<file path="src/rtl/ysyx_25060170_mem_arbiter_if.sv">
// Bus bundle between the IFU, the LSU, the shared memory port and the arbiter.
// The master modport is the arbiter's view; the slave modport is the clients/memory view.
interface ysyx_25060170_mem_arbiter_if #(
  parameter int ADDR_W = 32,
  parameter int DATA_W = 32
);
  logic                  ifu_req_valid;
  logic                  ifu_req_ready;
  logic [ADDR_W-1:0]     ifu_addr;
  logic                  ifu_rsp_valid;
  logic [DATA_W-1:0]     ifu_rdata;
  logic                  ifu_rsp_err;

  logic                  lsu_req_valid;
  logic                  lsu_req_ready;
  logic [ADDR_W-1:0]     lsu_addr;
  logic                  lsu_wen;
  logic [DATA_W-1:0]     lsu_wdata;
  logic [DATA_W/8-1:0]   lsu_wmask;
  logic                  lsu_rsp_valid;
  logic [DATA_W-1:0]     lsu_rdata;
  logic                  lsu_rsp_err;

  logic                  mem_req_valid;
  logic                  mem_req_ready;
  logic [ADDR_W-1:0]     mem_addr;
  logic                  mem_wen;
  logic [DATA_W-1:0]     mem_wdata;
  logic [DATA_W/8-1:0]   mem_wmask;
  logic                  mem_rsp_valid;
  logic [DATA_W-1:0]     mem_rdata;

  modport master (
    input  ifu_req_valid, ifu_addr,
    output ifu_req_ready, ifu_rsp_valid, ifu_rdata, ifu_rsp_err,
    input  lsu_req_valid, lsu_addr, lsu_wen, lsu_wdata, lsu_wmask,
    output lsu_req_ready, lsu_rsp_valid, lsu_rdata, lsu_rsp_err,
    output mem_req_valid, mem_addr, mem_wen, mem_wdata, mem_wmask,
    input  mem_req_ready, mem_rsp_valid, mem_rdata
  );

  modport slave (
    output ifu_req_valid, ifu_addr,
    input  ifu_req_ready, ifu_rsp_valid, ifu_rdata, ifu_rsp_err,
    output lsu_req_valid, lsu_addr, lsu_wen, lsu_wdata, lsu_wmask,
    input  lsu_req_ready, lsu_rsp_valid, lsu_rdata, lsu_rsp_err,
    input  mem_req_valid, mem_addr, mem_wen, mem_wdata, mem_wmask,
    output mem_req_ready, mem_rsp_valid, mem_rdata
  );
endinterface

</file>
<file path="src/rtl/ysyx_25060170_mem_arbiter.sv">
// Round-robin IFU/LSU arbiter for a single memory port: one transaction in flight,
// response routed back to its owner, error response if memory exceeds TIMEOUT cycles.
module ysyx_25060170_mem_arbiter #(
  parameter int ADDR_W  = 32,
  parameter int DATA_W  = 32,
  parameter int TIMEOUT = 255
) (
  input  logic clk,
  input  logic rst_n,
  ysyx_25060170_mem_arbiter_if.master bus
);
  localparam int MASK_W = DATA_W / 8;
  localparam int CNT_W  = (TIMEOUT > 0) ? $clog2(TIMEOUT + 1) : 1;
  localparam logic [CNT_W-1:0] CNT_LAST = CNT_W'((TIMEOUT > 0) ? TIMEOUT - 1 : 0);

  typedef enum logic [1:0] {S_IDLE, S_REQ, S_WAIT} state_e;
  typedef enum logic {OWN_IFU, OWN_LSU} owner_e;

  state_e              state, state_nxt;
  owner_e              owner, owner_nxt, last_owner, last_owner_nxt;
  logic [ADDR_W-1:0]   addr_q, addr_nxt;
  logic                wen_q, wen_nxt;
  logic [DATA_W-1:0]   wdata_q, wdata_nxt;
  logic [MASK_W-1:0]   wmask_q, wmask_nxt;
  logic [CNT_W-1:0]    cnt_q, cnt_nxt;

  logic                ifu_rsp_valid_q, ifu_rsp_valid_nxt;
  logic                lsu_rsp_valid_q, lsu_rsp_valid_nxt;
  logic                rsp_err_q, rsp_err_nxt;
  logic [DATA_W-1:0]   rsp_rdata_q, rsp_rdata_nxt;

  logic ifu_grant, lsu_grant, finish, timeout_hit;

  assign timeout_hit = (TIMEOUT > 0) && (cnt_q == CNT_LAST);

  always_ff @(posedge clk or negedge rst_n) begin
    if (!rst_n) begin
      state           <= S_IDLE;
      owner           <= OWN_IFU;
      last_owner      <= OWN_IFU;
      addr_q          <= '0;
      wen_q           <= 1'b0;
      wdata_q         <= '0;
      wmask_q         <= '0;
      cnt_q           <= '0;
      ifu_rsp_valid_q <= 1'b0;
      lsu_rsp_valid_q <= 1'b0;
      rsp_err_q       <= 1'b0;
      rsp_rdata_q     <= '0;
    end else begin
      // NOTE: non-blocking assignments so every register samples pre-edge values.
      state           <= state_nxt;
      owner           <= owner_nxt;
      last_owner      <= last_owner_nxt;
      addr_q          <= addr_nxt;
      wen_q           <= wen_nxt;
      wdata_q         <= wdata_nxt;
      wmask_q         <= wmask_nxt;
      cnt_q           <= cnt_nxt;
      ifu_rsp_valid_q <= ifu_rsp_valid_nxt;
      lsu_rsp_valid_q <= lsu_rsp_valid_nxt;
      rsp_err_q       <= rsp_err_nxt;
      rsp_rdata_q     <= rsp_rdata_nxt;
    end
  end

  always_comb begin
    // NOTE: every variable gets a default first, so no path can infer a latch.
    state_nxt         = state;
    owner_nxt         = owner;
    last_owner_nxt    = last_owner;
    addr_nxt          = addr_q;
    wen_nxt           = wen_q;
    wdata_nxt         = wdata_q;
    wmask_nxt         = wmask_q;
    cnt_nxt           = cnt_q;
    ifu_grant         = 1'b0;
    lsu_grant         = 1'b0;
    finish            = 1'b0;
    ifu_rsp_valid_nxt = 1'b0;
    lsu_rsp_valid_nxt = 1'b0;
    rsp_err_nxt       = 1'b0;
    rsp_rdata_nxt     = '0;

    case (state)
      S_IDLE: begin
        // On a tie the requester that did not go last wins.
        if (bus.lsu_req_valid && (!bus.ifu_req_valid || last_owner == OWN_IFU)) begin
          lsu_grant      = 1'b1;
          owner_nxt      = OWN_LSU;
          last_owner_nxt = OWN_LSU;
          addr_nxt       = bus.lsu_addr;
          wen_nxt        = bus.lsu_wen;
          wdata_nxt      = bus.lsu_wdata;
          wmask_nxt      = bus.lsu_wmask;
        end else if (bus.ifu_req_valid) begin
          ifu_grant      = 1'b1;
          owner_nxt      = OWN_IFU;
          last_owner_nxt = OWN_IFU;
          addr_nxt       = bus.ifu_addr;
          wen_nxt        = 1'b0;
          wdata_nxt      = '0;
          wmask_nxt      = '0;
        end
        if (ifu_grant || lsu_grant) begin
          cnt_nxt   = '0;
          state_nxt = S_REQ;
        end
      end
      S_REQ, S_WAIT: begin
        cnt_nxt = cnt_q + 1'b1;
        // A response is only taken in WAIT; one arriving with the handshake is ignored.
        if (state == S_WAIT && bus.mem_rsp_valid) begin
          finish        = 1'b1;
          rsp_rdata_nxt = wen_q ? '0 : bus.mem_rdata;
        end else if (timeout_hit) begin
          finish      = 1'b1;
          rsp_err_nxt = 1'b1;
        end else if (state == S_REQ && bus.mem_req_ready) begin
          state_nxt = S_WAIT;
        end
        if (finish) begin
          state_nxt         = S_IDLE;
          ifu_rsp_valid_nxt = (owner == OWN_IFU);
          lsu_rsp_valid_nxt = (owner == OWN_LSU);
        end
      end
      default: state_nxt = S_IDLE;
    endcase
  end

  // Grants are combinational, so reset must mask them for outputs to read 0 at once.
  assign bus.ifu_req_ready = rst_n & ifu_grant;
  assign bus.lsu_req_ready = rst_n & lsu_grant;

  assign bus.mem_req_valid = (state == S_REQ);
  assign bus.mem_addr      = addr_q;
  assign bus.mem_wen       = wen_q;
  assign bus.mem_wdata     = wdata_q;
  assign bus.mem_wmask     = wmask_q;

  assign bus.ifu_rsp_valid = ifu_rsp_valid_q;
  assign bus.ifu_rdata     = ifu_rsp_valid_q ? rsp_rdata_q : '0;
  assign bus.ifu_rsp_err   = ifu_rsp_valid_q & rsp_err_q;
  assign bus.lsu_rsp_valid = lsu_rsp_valid_q;
  assign bus.lsu_rdata     = lsu_rsp_valid_q ? rsp_rdata_q : '0;
  assign bus.lsu_rsp_err   = lsu_rsp_valid_q & rsp_err_q;
endmodule

</file>
<file path="src/flat_wrapper.sv">
// flat-port wrapper written by rule: the top's interface ports become plain ports
module ysyx_25060170_mem_arbiter_flat 
#(
  parameter int ADDR_W  = 32,
  parameter int DATA_W  = 32,
  parameter int TIMEOUT = 255
)
  (clk, rst_n, bus_ifu_req_valid, bus_ifu_addr, bus_ifu_req_ready, bus_ifu_rsp_valid, bus_ifu_rdata, bus_ifu_rsp_err, bus_lsu_req_valid, bus_lsu_addr, bus_lsu_wen, bus_lsu_wdata, bus_lsu_wmask, bus_lsu_req_ready, bus_lsu_rsp_valid, bus_lsu_rdata, bus_lsu_rsp_err, bus_mem_req_valid, bus_mem_addr, bus_mem_wen, bus_mem_wdata, bus_mem_wmask, bus_mem_req_ready, bus_mem_rsp_valid, bus_mem_rdata);
  ysyx_25060170_mem_arbiter_if #(.ADDR_W(ADDR_W), .DATA_W(DATA_W)) bus_i ();
  input  logic clk;
  input  logic rst_n;
  input wire logic [$bits(bus_i.ifu_req_valid)-1:0] bus_ifu_req_valid;
  input wire logic [$bits(bus_i.ifu_addr)-1:0] bus_ifu_addr;
  output wire logic [$bits(bus_i.ifu_req_ready)-1:0] bus_ifu_req_ready;
  output wire logic [$bits(bus_i.ifu_rsp_valid)-1:0] bus_ifu_rsp_valid;
  output wire logic [$bits(bus_i.ifu_rdata)-1:0] bus_ifu_rdata;
  output wire logic [$bits(bus_i.ifu_rsp_err)-1:0] bus_ifu_rsp_err;
  input wire logic [$bits(bus_i.lsu_req_valid)-1:0] bus_lsu_req_valid;
  input wire logic [$bits(bus_i.lsu_addr)-1:0] bus_lsu_addr;
  input wire logic [$bits(bus_i.lsu_wen)-1:0] bus_lsu_wen;
  input wire logic [$bits(bus_i.lsu_wdata)-1:0] bus_lsu_wdata;
  input wire logic [$bits(bus_i.lsu_wmask)-1:0] bus_lsu_wmask;
  output wire logic [$bits(bus_i.lsu_req_ready)-1:0] bus_lsu_req_ready;
  output wire logic [$bits(bus_i.lsu_rsp_valid)-1:0] bus_lsu_rsp_valid;
  output wire logic [$bits(bus_i.lsu_rdata)-1:0] bus_lsu_rdata;
  output wire logic [$bits(bus_i.lsu_rsp_err)-1:0] bus_lsu_rsp_err;
  output wire logic [$bits(bus_i.mem_req_valid)-1:0] bus_mem_req_valid;
  output wire logic [$bits(bus_i.mem_addr)-1:0] bus_mem_addr;
  output wire logic [$bits(bus_i.mem_wen)-1:0] bus_mem_wen;
  output wire logic [$bits(bus_i.mem_wdata)-1:0] bus_mem_wdata;
  output wire logic [$bits(bus_i.mem_wmask)-1:0] bus_mem_wmask;
  input wire logic [$bits(bus_i.mem_req_ready)-1:0] bus_mem_req_ready;
  input wire logic [$bits(bus_i.mem_rsp_valid)-1:0] bus_mem_rsp_valid;
  input wire logic [$bits(bus_i.mem_rdata)-1:0] bus_mem_rdata;
  assign bus_i.ifu_req_valid = bus_ifu_req_valid;
  assign bus_i.ifu_addr = bus_ifu_addr;
  assign bus_ifu_req_ready = bus_i.ifu_req_ready;
  assign bus_ifu_rsp_valid = bus_i.ifu_rsp_valid;
  assign bus_ifu_rdata = bus_i.ifu_rdata;
  assign bus_ifu_rsp_err = bus_i.ifu_rsp_err;
  assign bus_i.lsu_req_valid = bus_lsu_req_valid;
  assign bus_i.lsu_addr = bus_lsu_addr;
  assign bus_i.lsu_wen = bus_lsu_wen;
  assign bus_i.lsu_wdata = bus_lsu_wdata;
  assign bus_i.lsu_wmask = bus_lsu_wmask;
  assign bus_lsu_req_ready = bus_i.lsu_req_ready;
  assign bus_lsu_rsp_valid = bus_i.lsu_rsp_valid;
  assign bus_lsu_rdata = bus_i.lsu_rdata;
  assign bus_lsu_rsp_err = bus_i.lsu_rsp_err;
  assign bus_mem_req_valid = bus_i.mem_req_valid;
  assign bus_mem_addr = bus_i.mem_addr;
  assign bus_mem_wen = bus_i.mem_wen;
  assign bus_mem_wdata = bus_i.mem_wdata;
  assign bus_mem_wmask = bus_i.mem_wmask;
  assign bus_i.mem_req_ready = bus_mem_req_ready;
  assign bus_i.mem_rsp_valid = bus_mem_rsp_valid;
  assign bus_i.mem_rdata = bus_mem_rdata;
  ysyx_25060170_mem_arbiter #(.ADDR_W(ADDR_W), .DATA_W(DATA_W), .TIMEOUT(TIMEOUT)) u_core (.clk(clk), .rst_n(rst_n), .bus(bus_i));
endmodule
</file>
<file path="config.mk">
export PLATFORM = sky130hd
export DESIGN_NAME = ysyx_25060170_mem_arbiter_flat
export DESIGN_NICKNAME = d
export VERILOG_FILES = /design/src/rtl/ysyx_25060170_mem_arbiter_if.sv /design/src/rtl/ysyx_25060170_mem_arbiter.sv /design/src/flat_wrapper.sv
export SDC_FILE = /design/constraint.sdc
export NUM_CORES = 1
export LEC_CHECK = 0
export CAP_MARGIN = 30
export CORE_MARGIN = 8
export CORE_UTILIZATION = 42
export DETAILED_ROUTE_END_ITERATION = 10
export GPL_ROUTABILITY_DRIVEN = 0
export PLACE_DENSITY = 0.87
export SLEW_MARGIN = 30
export SYNTH_ARGS = -nofsm -noshare
export SYNTH_HDL_FRONTEND = slang
export SYNTH_SLANG_ARGS = --single-unit
</file>
<file path="constraint.sdc">
create_clock -name clk -period 4.1 [get_ports clk]
set_input_delay 1.025 -clock clk [delete_from_list [all_inputs] [get_ports clk]]
set_output_delay 1.025 -clock clk [all_outputs]
set_load 0.03 [all_outputs]
</file>
# After elaboration in Yosys (flattened, before gate mapping)
# Cells that the tools add are included.
# totals
reg_bits	115
input_bits	139
word_cells	75
# classes
add_sub_neg	1
eq_ne	7
n_mux	38
n_bitwise	5
reduce_logical	13
# ops
cell	n
32-bit two-way mux	9
1-bit two-way mux	19
8-bit one-hot mux with 2 select lines	1
2-bit two-way mux	5
8-bit by 1-bit adder with 8-bit output, second input constant	1
8-bit equality test, second input constant	1
4-bit two-way mux	2
8-bit two-way mux	1
3-bit != test, second input constant	2
1-bit AND	4
2-bit one-hot mux with 2 select lines	1
2-bit AND reduction	2
4-bit AND reduction	1
2-bit nonzero test	2
1-bit logical AND	3
3-bit by 1-bit != test with 1-bit output, second input constant	1
2-bit by 1-bit equality test with 1-bit output, second input constant	1
2-bit equality test, second input constant	1
2-bit zero test	1
1-bit logical OR	2
2-bit by 1-bit != test with 1-bit output, second input constant	1
2-bit OR reduction	1
1-bit zero test	1
1-bit inverter	1

# Logic depth before layout (Yosys ltp)
# Gate-level depths: netlist of the first run.
# depth
depth_word	8
ltp_mapped	7
mapped_depth_nobuf	6

# Worst setup path before layout of the first run
# Ideal clock, no wire load.
# synth_path
kind	input-to-output
startpoint	in bus_lsu_req_valid
endpoint	out bus_lsu_req_ready
arrival_ps	1960
required_time_ps	3075
path_slack_ps	1115
path_stages	4
path_cell_list	a21boi_1 buf_2 buf_2 and3_1
# synth_between
elab_chain_cells	5
# synth_lines
element	line_no	rtl
start: declaration	flat_wrapper.sv:18	input wire logic [$bits(bus_i.lsu_req_valid)-1:0] bus_lsu_req_valid;
1-bit logical AND	ysyx_25060170_mem_arbiter.sv:88	if (bus.lsu_req_valid && (!bus.ifu_req_valid || last_owner == OWN_IFU)) begin
1-bit two-way mux	ysyx_25060170_mem_arbiter.sv:88	
1-bit two-way mux (2 in series)	ysyx_25060170_mem_arbiter.sv:85	case (state)
1-bit AND	ysyx_25060170_mem_arbiter.sv:134	assign bus.lsu_req_ready = rst_n & lsu_grant;
end: declaration	flat_wrapper.sv:23	output wire logic [$bits(bus_i.lsu_req_ready)-1:0] bus_lsu_req_ready;
# No other way between the ends. The select of a mux whose other input is x is not followed.

# Worst setup path in the final report of the first run
# Same ends and word-level chain as after synthesis.

==> summary by stage, run 1 <==
Drt
After the first detailed-routing iteration, the DRC count stood at 118. The final layout contains routed wiring with a total length of 15900 um. The length of the first detailed-routing pass in iterations is 5. The detailed-route via count is 4354. The detailed-route DRC error count is 0.

The via density per instance is 5.01. The remaining antenna violation count after routing is 0. Dividing the detail-routed wire length by the instance count gives 18.3 um.

Timing
The total count of hold-check failures in the final report is 0. Static timing analysis puts the maximum clock frequency at 268 MHz. Setup slack on the critical path of the routed design comes to 0.364 ns. Of the available clock period, the critical path in the final layout requires 91.1%.

The setup total negative slack is 0 ns. The clock period could shrink to about 3.7 ns. Setup violations remaining at the end of the flow were counted as 0. The worst clock skew is 0.00621 ns.

The worst slew margin relative to its limit is 52.5%. Setup repair after global routing left no endpoint under its margin. The max-slew violation count is 0. The transition at the pin with the smallest max-transition slack is 0.712 ns.

Critical path
The worst-path maximum fanout is 34. The most numerous cell type found on the critical path is sky130_fd_sc_hd__buf_4. The kind of critical path is in2out. The signal on the critical path passes through clkdlybuf4s50_1 > a21boi_4 > buf_4 > and3_1 > buf_4. For this design, the slowest cell found on the critical path is sky130_fd_sc_hd__clkdlybuf4s50_1. The data arrival at the endpoint of the critical path is between 2 and 3 ns. The sort of element at the end of the critical path is an output port. The worst setup path is launched from an input port.

The depth of the worst register-to-register path is 6. The largest incremental delay on the critical path is 0.61 ns. The required time at the worst-slack endpoint is 3.07 ns.

Clock network
CTS saw 115 sinks. The total clock buffers created by CTS is 17. At the later pin of the worst-skew pair, clock insertion delay measures 0.40 ns. The total number of H-tree levels is 4. The number of setup buffers added after CTS is 0.

The clock transition at the registers of the reported paths is 0.05 ns. The total of cells resized after clock tree synthesis is 0. The tree is rooted in a sky130_fd_sc_hd__clkbuf_16. For this design, the CTS-stage hold fixing added 0 buffers. The buffer levels on the longest clock path is 2.

TritonCTS built the clock tree.

Synthesis
The Yosys step of the flow raised 0 warnings. The area fraction in compound gates after synthesis is approximately 11%. After synthesis the netlist holds a flip-flop and latch count of 115. The cell taking the most area after synthesis is sky130_fd_sc_hd__dfrtp_1. After synthesis, the largest family of logic cells by area is simple AND/OR/NAND/NOR gates. Summing every instance area after synthesis gives 0.00498 mm2. Summing the areas of all xor and xnor instances in the mapped netlist gives less than 1% of the synthesized area. The average instance in the mapped netlist occupies between 10 and 15 um2.

The share of the Yosys chip area taken by registers is between 50% and 60%. The number of distinct library cells after synthesis is 33. The number of nets in the synthesized netlist is 584.

The adder and majority cell fraction of the synthesized area is 1.51%. The simple-gate share of the synthesized area is between 10% and 20%. The fraction of post-synthesis cell area in the top cell type by area is 57.8%. Ranked by total cell area, the synthesized netlist is headed by sky130_fd_sc_hd__dfrtp_1 58%, sky130_fd_sc_hd__and2_1 12%, sky130_fd_sc_hd__a22o_1 6.7%. Of the post-synthesis cell area, the part taken by muxes is 6.86%. In the synthesized netlist, the number of instances is 439.

Worst hold path
The path class of the tightest hold or removal check is reg2reg. The hold path depth is 2.

Power and ir drop
For this design the static power due to leakage is 0.00376 uW. The total power is 5760 uW. The largest vdd supply drop is around 560 uV.

For this design the ratio of total power to cell area is roughly 680 mW/mm2.

Layout
The utilization of the core after routing is 73.8%. Once layout is complete, the cells apart from fillers number 869. Leaving out fill and tap cells, the most frequent cell in the layout is sky130_fd_sc_hd__clkdlybuf4s50_1.

Leaving out fill and tap cells, the most frequent cells in the layout are 276 x sky130_fd_sc_hd__clkdlybuf4s50_1, 115 x sky130_fd_sc_hd__dfrtp_1, 99 x sky130_fd_sc_hd__and2_1. For this run, the post-layout net count is around 860. The count of inserted antenna diode cells is 0. From synthesis to final layout, the design area changed by 70.8%. The share of post-route cells with drive strength above 1 is 6.34%.

Global route
The via count of the first global-routing pass is 4816. The total overflow reported by the global router is 0. The first global-routing pass estimated roughly 25000 um of wire. The pin count of the biggest net entering global routing is 104.

The initial antenna violation count came to 0. The overall fraction of global-route tracks in use is 20.5%.

Placed design
The pre-CTS setup slack is 0.351 ns. The detailed placement HPWL is 12500 um. The count of input and output buffers is 278.

The post-placement cell count is 837.

Floorplanning
The effective utilization at floorplan is 43.2%. The area of the die is 0.0156 mm2. Measured along the y axis, the die boundary spans 125 um.

The core area is 0.0115 mm2. The row count is 39. From left edge to right edge, the die measures 125 um.

The boundary pin count is 279.

Flow run
The max capacitance violation total is 0.

Run status
The flow ran to the end, and the final reports show no timing, DRC or antenna violations.
==> cells in the mapped netlist <==
cell	instances
sky130_fd_sc_hd__nor3b_4	1
sky130_fd_sc_hd__ha_1	6
sky130_fd_sc_hd__nor3b_1	1
sky130_fd_sc_hd__a21oi_1	3
sky130_fd_sc_hd__mux2_2	1
sky130_fd_sc_hd__mux2i_1	33
sky130_fd_sc_hd__and2_1	99
sky130_fd_sc_hd__or3_1	2
sky130_fd_sc_hd__nor4_1	1
sky130_fd_sc_hd__nor2_1	7
sky130_fd_sc_hd__buf_1	1
sky130_fd_sc_hd__nor4b_1	1
sky130_fd_sc_hd__clkbuf_1	13
sky130_fd_sc_hd__a31oi_1	1
sky130_fd_sc_hd__nand3_1	5
sky130_fd_sc_hd__a41oi_1	1
sky130_fd_sc_hd__nand4_1	1
sky130_fd_sc_hd__and3b_1	1
sky130_fd_sc_hd__a22o_1	38
sky130_fd_sc_hd__a21boi_1	1
sky130_fd_sc_hd__xnor2_1	2
sky130_fd_sc_hd__o21ai_0	38
sky130_fd_sc_hd__or3b_2	1
sky130_fd_sc_hd__buf_2	10
sky130_fd_sc_hd__buf_4	5
sky130_fd_sc_hd__xor2_1	1
sky130_fd_sc_hd__or2_2	1
sky130_fd_sc_hd__and3_1	2
sky130_fd_sc_hd__nand2_1	42
sky130_fd_sc_hd__inv_1	3
sky130_fd_sc_hd__dfrtp_1	115
sky130_fd_sc_hd__or3_4	1
sky130_fd_sc_hd__a21o_1	1
==> through the flow <==
| step | hold WS (ns) | area, um2 |
|---|---|---|
| 2_1_floorplan | 0.479 | 4980 |
| 3_3_place_gp | 0.460 | 7880 |
| 3_5_place_dp | 0.470 | 7880 |
| 4_1_cts | 0.482 | 8490 |
| 5_1_grt | 0.521 | 8500 |
| 6_report | 0.477 | 8500 |
==> layer usage <==
layer	global-route usage [%]	vias up	share of wire [%]
met5	0	-	0
met4	7.95	0	2.3
met3	8.73	35	9.4
met2	36.1	231	51
met1	21.1	2043	37
li1	-	2045	-
==> critical path: cells and delay by family <==
kind	cells	cell delay [ns]
buffers and inverters	3	1.24
AOI/OAI and AO/OA	1	0.22
and+or+nand+nor	1	0.22
==> cell families (layout without fill, tap and decap cells) <==
group / Yosys count / in the layout
XOR/XNOR: 3 / 3
flip-flops: 115 / 115
AO/OA/AOI/OAI: 83 / 83
AND/OR/NAND/NOR: 166 / 166
multiplexers: 34 / 34
adder cells (fa/ha/maj): 6 / 6
buffers and inverters: 32 / 319
==> registers in the layout, indices dropped and copies added, names as in the netlist, 2 cells and up <==
register	count
u_core.state	2
u_core.rsp_rdata_q	32
u_core.cnt_q	8
u_core.bus.mem_wmask	4
u_core.bus.mem_wdata	32
u_core.bus.mem_addr	32
==> layout make-up <==
type | instances | area, um2
sequential | 115 | 2880
fill | 765 | 3020
clock inverter | 13 | 184
multi-input combinational | 292 | 1970
inverter | 3 | 11.3
clock buffer | 19 | 433
tap | 143 | 179
timing repair buffer | 284 | 2840
==> final timing paths <==
| path | endpoint | startpoint | slack [ns] |
|---|---|---|---|
| max in group asynchronous | u_core.rsp_rdata_q[17] | rst_n | 2.33 |
| worst min-delay path | u_core.bus.mem_addr[5] | u_core.bus.mem_addr[5] | 0.48 |
| worst max-delay path | bus_lsu_req_ready | bus_lsu_req_valid | 0.36 |
| worst min register to register | u_core.bus.mem_addr[5] | u_core.bus.mem_addr[5] | 0.48 |
| min in group asynchronous | u_core.cnt_q[7] | rst_n | 0.74 |
| worst max register to register | u_core.cnt_q[5] | u_core.state[0] | 2.04 |
==> where the power goes <==
part	internal (uW)	switching (uW)	leakage, uW	total [uW]
clock	1020	510	0.000293	1530
combinational	1040	1440	0.00196	2480
sequential	1510	247	0.00151	1760
total	3570	2190	0.00376	5760
Note: power is estimated with default switching activity, not from simulation.
==> inputs of run 2 (changes only) <==
--- a/config.mk
+++ b/config.mk
@@ -10,7 +10,7 @@
 export CORE_UTILIZATION = 42
 export DETAILED_ROUTE_END_ITERATION = 10
 export GPL_ROUTABILITY_DRIVEN = 0
-export PLACE_DENSITY = 0.87
+export PLACE_DENSITY = 0.89
 export SLEW_MARGIN = 30
 export SYNTH_ARGS = -nofsm -noshare
 export SYNTH_HDL_FRONTEND = slang
==> run 2 against run 1 <==
Compared with the run above:
- first-iteration DRC count increased by 60%
- hold slack improved by 0.00082 ns
- non-clock buffer count increased by 1
- sequential cell count unchanged
- via count decreased by 1.3%
- largest power group unchanged
- highest routed layer unchanged
==> summary by stage, run 2 (synthesis results as in run 1) <==
Run status
The flow ran to the end, and the final reports show no timing, DRC or antenna violations.

Global route
Entering global routing, the biggest net connects 65 pins. The overall fraction of global-route tracks in use is 20.1%. The first-pass GRT wire length is 25100 um.

The via count of the first global-routing pass is 4748. The initial antenna violation count is 0. Global routing finished with a remaining overflow of 0.

Clock network
The clock passes through at most 2 buffers. The root buffer cell chosen for the clock tree is sky130_fd_sc_hd__clkbuf_16. The H-tree was split into 4 levels. The clock insertion delay at the later pin of the skew report is 0.39 ns. Once the clock tree was built, the resizer swapped 0 gates to a different size.

The count of hold buffers inserted by post-cts repair is 0. The total clock buffers created by CTS is 17. The count of buffers added by post-CTS timing repair for setup is 0. The clock drives 115 sinks. The clock transition at the registers of the reported paths is ~0.05 ns. The TritonCTS clock tree is done.

Critical path
The startpoint of the most critical register-to-register path is u_core.state[0]. The largest incremental delay on the critical path is roughly 0.6 ns. STA puts the critical path data arrival time at 2.72 ns. The most frequent cell on the critical path is sky130_fd_sc_hd__buf_4. The sort of element at the end of the critical path is an output port.

Among all stages on the critical path, the largest delay is contributed by sky130_fd_sc_hd__clkdlybuf4s50_1. The critical path in this run is classified as in2out. STA puts the critical path data required time at 3.07 ns. The worst-path maximum fanout is 34. The signal on the critical path passes through clkdlybuf4s50_1 > a21boi_4 > buf_4 > and3_1 > buf_4.

Setup slack on the worst reg-to-reg path comes out at between 2 and 2.5 ns. The endpoint of the worst register-to-register path is u_core.cnt_q[5]. The depth of the worst register-to-register path is 6. STA classifies the critical path startpoint as an input port.

Layout
The top cell types in the final layout, fill and taps aside, are 276 x sky130_fd_sc_hd__clkdlybuf4s50_1, 115 x sky130_fd_sc_hd__dfrtp_1, 99 x sky130_fd_sc_hd__and2_1. In the final design database the tool counted approximately 860 nets. The share of post-route cells with drive strength above 1 is 6.20%. The area added between synthesis and finish is 70.0%.

The count of inserted antenna diode cells is 0. The leading cell type in the layout, fill and taps excluded is sky130_fd_sc_hd__clkdlybuf4s50_1. The filler cell count in the final layout is 760.

Floorplanning
The die covers 0.0156 mm2. The core area is 0.0115 mm2. After floorplanning, the core was divided into 39 placement rows. Pin placement for this block handled between 200 and 300 I/O pins. The effective utilization at floorplan is 43.2%. The die height is about 120 um. The die is 125 um wide.

Placed design
Input and output buffers added on the ports amount to 278. Detailed placement finished with a half-perimeter wire length of 12300 um.

Drt
The remaining antenna violation count after routing is 0. The detailed-route via count is 4297. The length of the first detailed-routing pass in iterations is 6. After detailed routing, the average wire length per cell comes to 18.0 um.

In this run, the number of DRC markers left after iteration 0 of detailed routing was 189. Dividing the detail-routed via count by the number of cells gives 4.94. For this run, design rule violations remaining after detail routing come to 0. The final wirelength is 15700 um.

Worst hold path
The startpoint of the tightest hold check path is u_core.bus.mem_addr[14]. In this run the worst hold path is classified as reg2reg. The worst hold path passes through 2 cells. The worst-case hold path end point is u_core.bus.mem_addr[14].

Power and ir drop
The analysis attributes to cell leakage a power of approximately 0.0037 uW. Power spread over the standard cell area amounts to 667 mW/mm2. The worst-case IR drop observed on VDD is ~480 uV.

Timing
The minimum period implied by the final worst setup slack is roughly 3.7 ns. The worst pin sits at a relative slew slack of 51.3%. Hold is met by ~0.48 ns. Setup violations remaining at the end of the flow were counted as 0. Setup repair after global routing left no endpoint under its margin. In the final timing run, aggregate negative setup slack is 0 ns.

The total count of hold-check failures in the final report came to 0. The max-slew violation count was 0. The transition at the pin with the smallest max-transition slack is 0.731 ns. The top achievable clock speed is 267 MHz. The final clock period utilization by the worst path is 91.3%. The worst clock skew is 0.00580 ns.

Flow run
Max-cap violations in this run came to 0.
[run 2: cell count changes in the layout (fill, tap and decap cells not counted)]
| cell | before | now |
|---|---|---|
| sky130_fd_sc_hd__buf_6 | 1 | 0 |
| sky130_fd_sc_hd__clkbuf_8 | 0 | 1 |
| sky130_fd_sc_hd__clkinv_4 | 2 | 1 |
| sky130_fd_sc_hd__clkinv_2 | 3 | 4 |
| sky130_fd_sc_hd__bufinv_16 | 4 | 3 |
| sky130_fd_sc_hd__inv_6 | 1 | 0 |
| sky130_fd_sc_hd__clkbuf_1 | 2 | 3 |
| sky130_fd_sc_hd__clkinvlp_4 | 3 | 2 |
| sky130_fd_sc_hd__buf_4 | 6 | 9 |
| sky130_fd_sc_hd__buf_12 | 1 | 0 |
[run 2: worst max-delay path by stage]
stage	slack (ns)	startpoint	to
after detailed placement	0.35	bus_lsu_req_valid	bus_lsu_req_ready
after CTS	0.35	bus_lsu_req_valid	bus_lsu_req_ready
final	0.36	bus_lsu_req_valid	bus_lsu_req_ready
after global routing	0.25	bus_lsu_req_valid	bus_lsu_req_ready
after floorplan	1.12	bus_lsu_req_valid	bus_lsu_req_ready
after global placement	0.37	bus_lsu_req_valid	bus_lsu_req_ready
[run 2: final cells by class]
cell class / instances / area, um2 / area share [%]
clock inverters: 10 / 134 / 1.58
flip-flops and latches: 115 / 2880 / 34.0
repair buffers: 285 / 2830 / 33.5
multi-input cells: 292 / 1970 / 23.3
well taps: 143 / 179 / 2.12
clock buffers: 21 / 450 / 5.33
inverters: 3 / 11.3 / 0.133
[run 2: report_power, final]
part	switching (uW)	total, uW	leakage [uW]	internal [uW]
clock	490	1450	0.000283	964
sequential	244	1750	0.00151	1510
combinational	1400	2440	0.00196	1040
total	2130	5640	0.00375	3510
[run 2: per-layer routing]
layer	share of wire (%)	wire length (um)	track usage, %	up-vias
li1	-	-	-	2040
met1	39	6190	21.7	2023
met2	50	7790	34.7	208
met3	8.5	1330	8.22	26
met4	2.3	367	7.66	0
met5	0	0	0	-
[run 2: critical path: cells and delay by family]
family / cells / cell delay [ns]
simple gates: 1 / 0.23
buf+inv: 3 / 1.23
compound gates: 1 / 0.22
[run 2: per-stage QoR]
| step | instances | area (um2) | setup slack [ns] | util [%] | total power [uW] |
|---|---|---|---|---|---|
| floorplan | 439 | 4980 | 1.12 | - | 3140 |
| global placement | 838 | 7870 | 0.367 | 68.4 | 4130 |
| detailed placement | 838 | 7870 | 0.348 | 68.4 | 4220 |
| CTS | 869 | 8460 | 0.346 | 73.4 | 5700 |
| global route | 869 | 8460 | 0.247 | 73.4 | 5940 |
| finish | 869 | 8460 | 0.357 | 73.4 | 5640 |
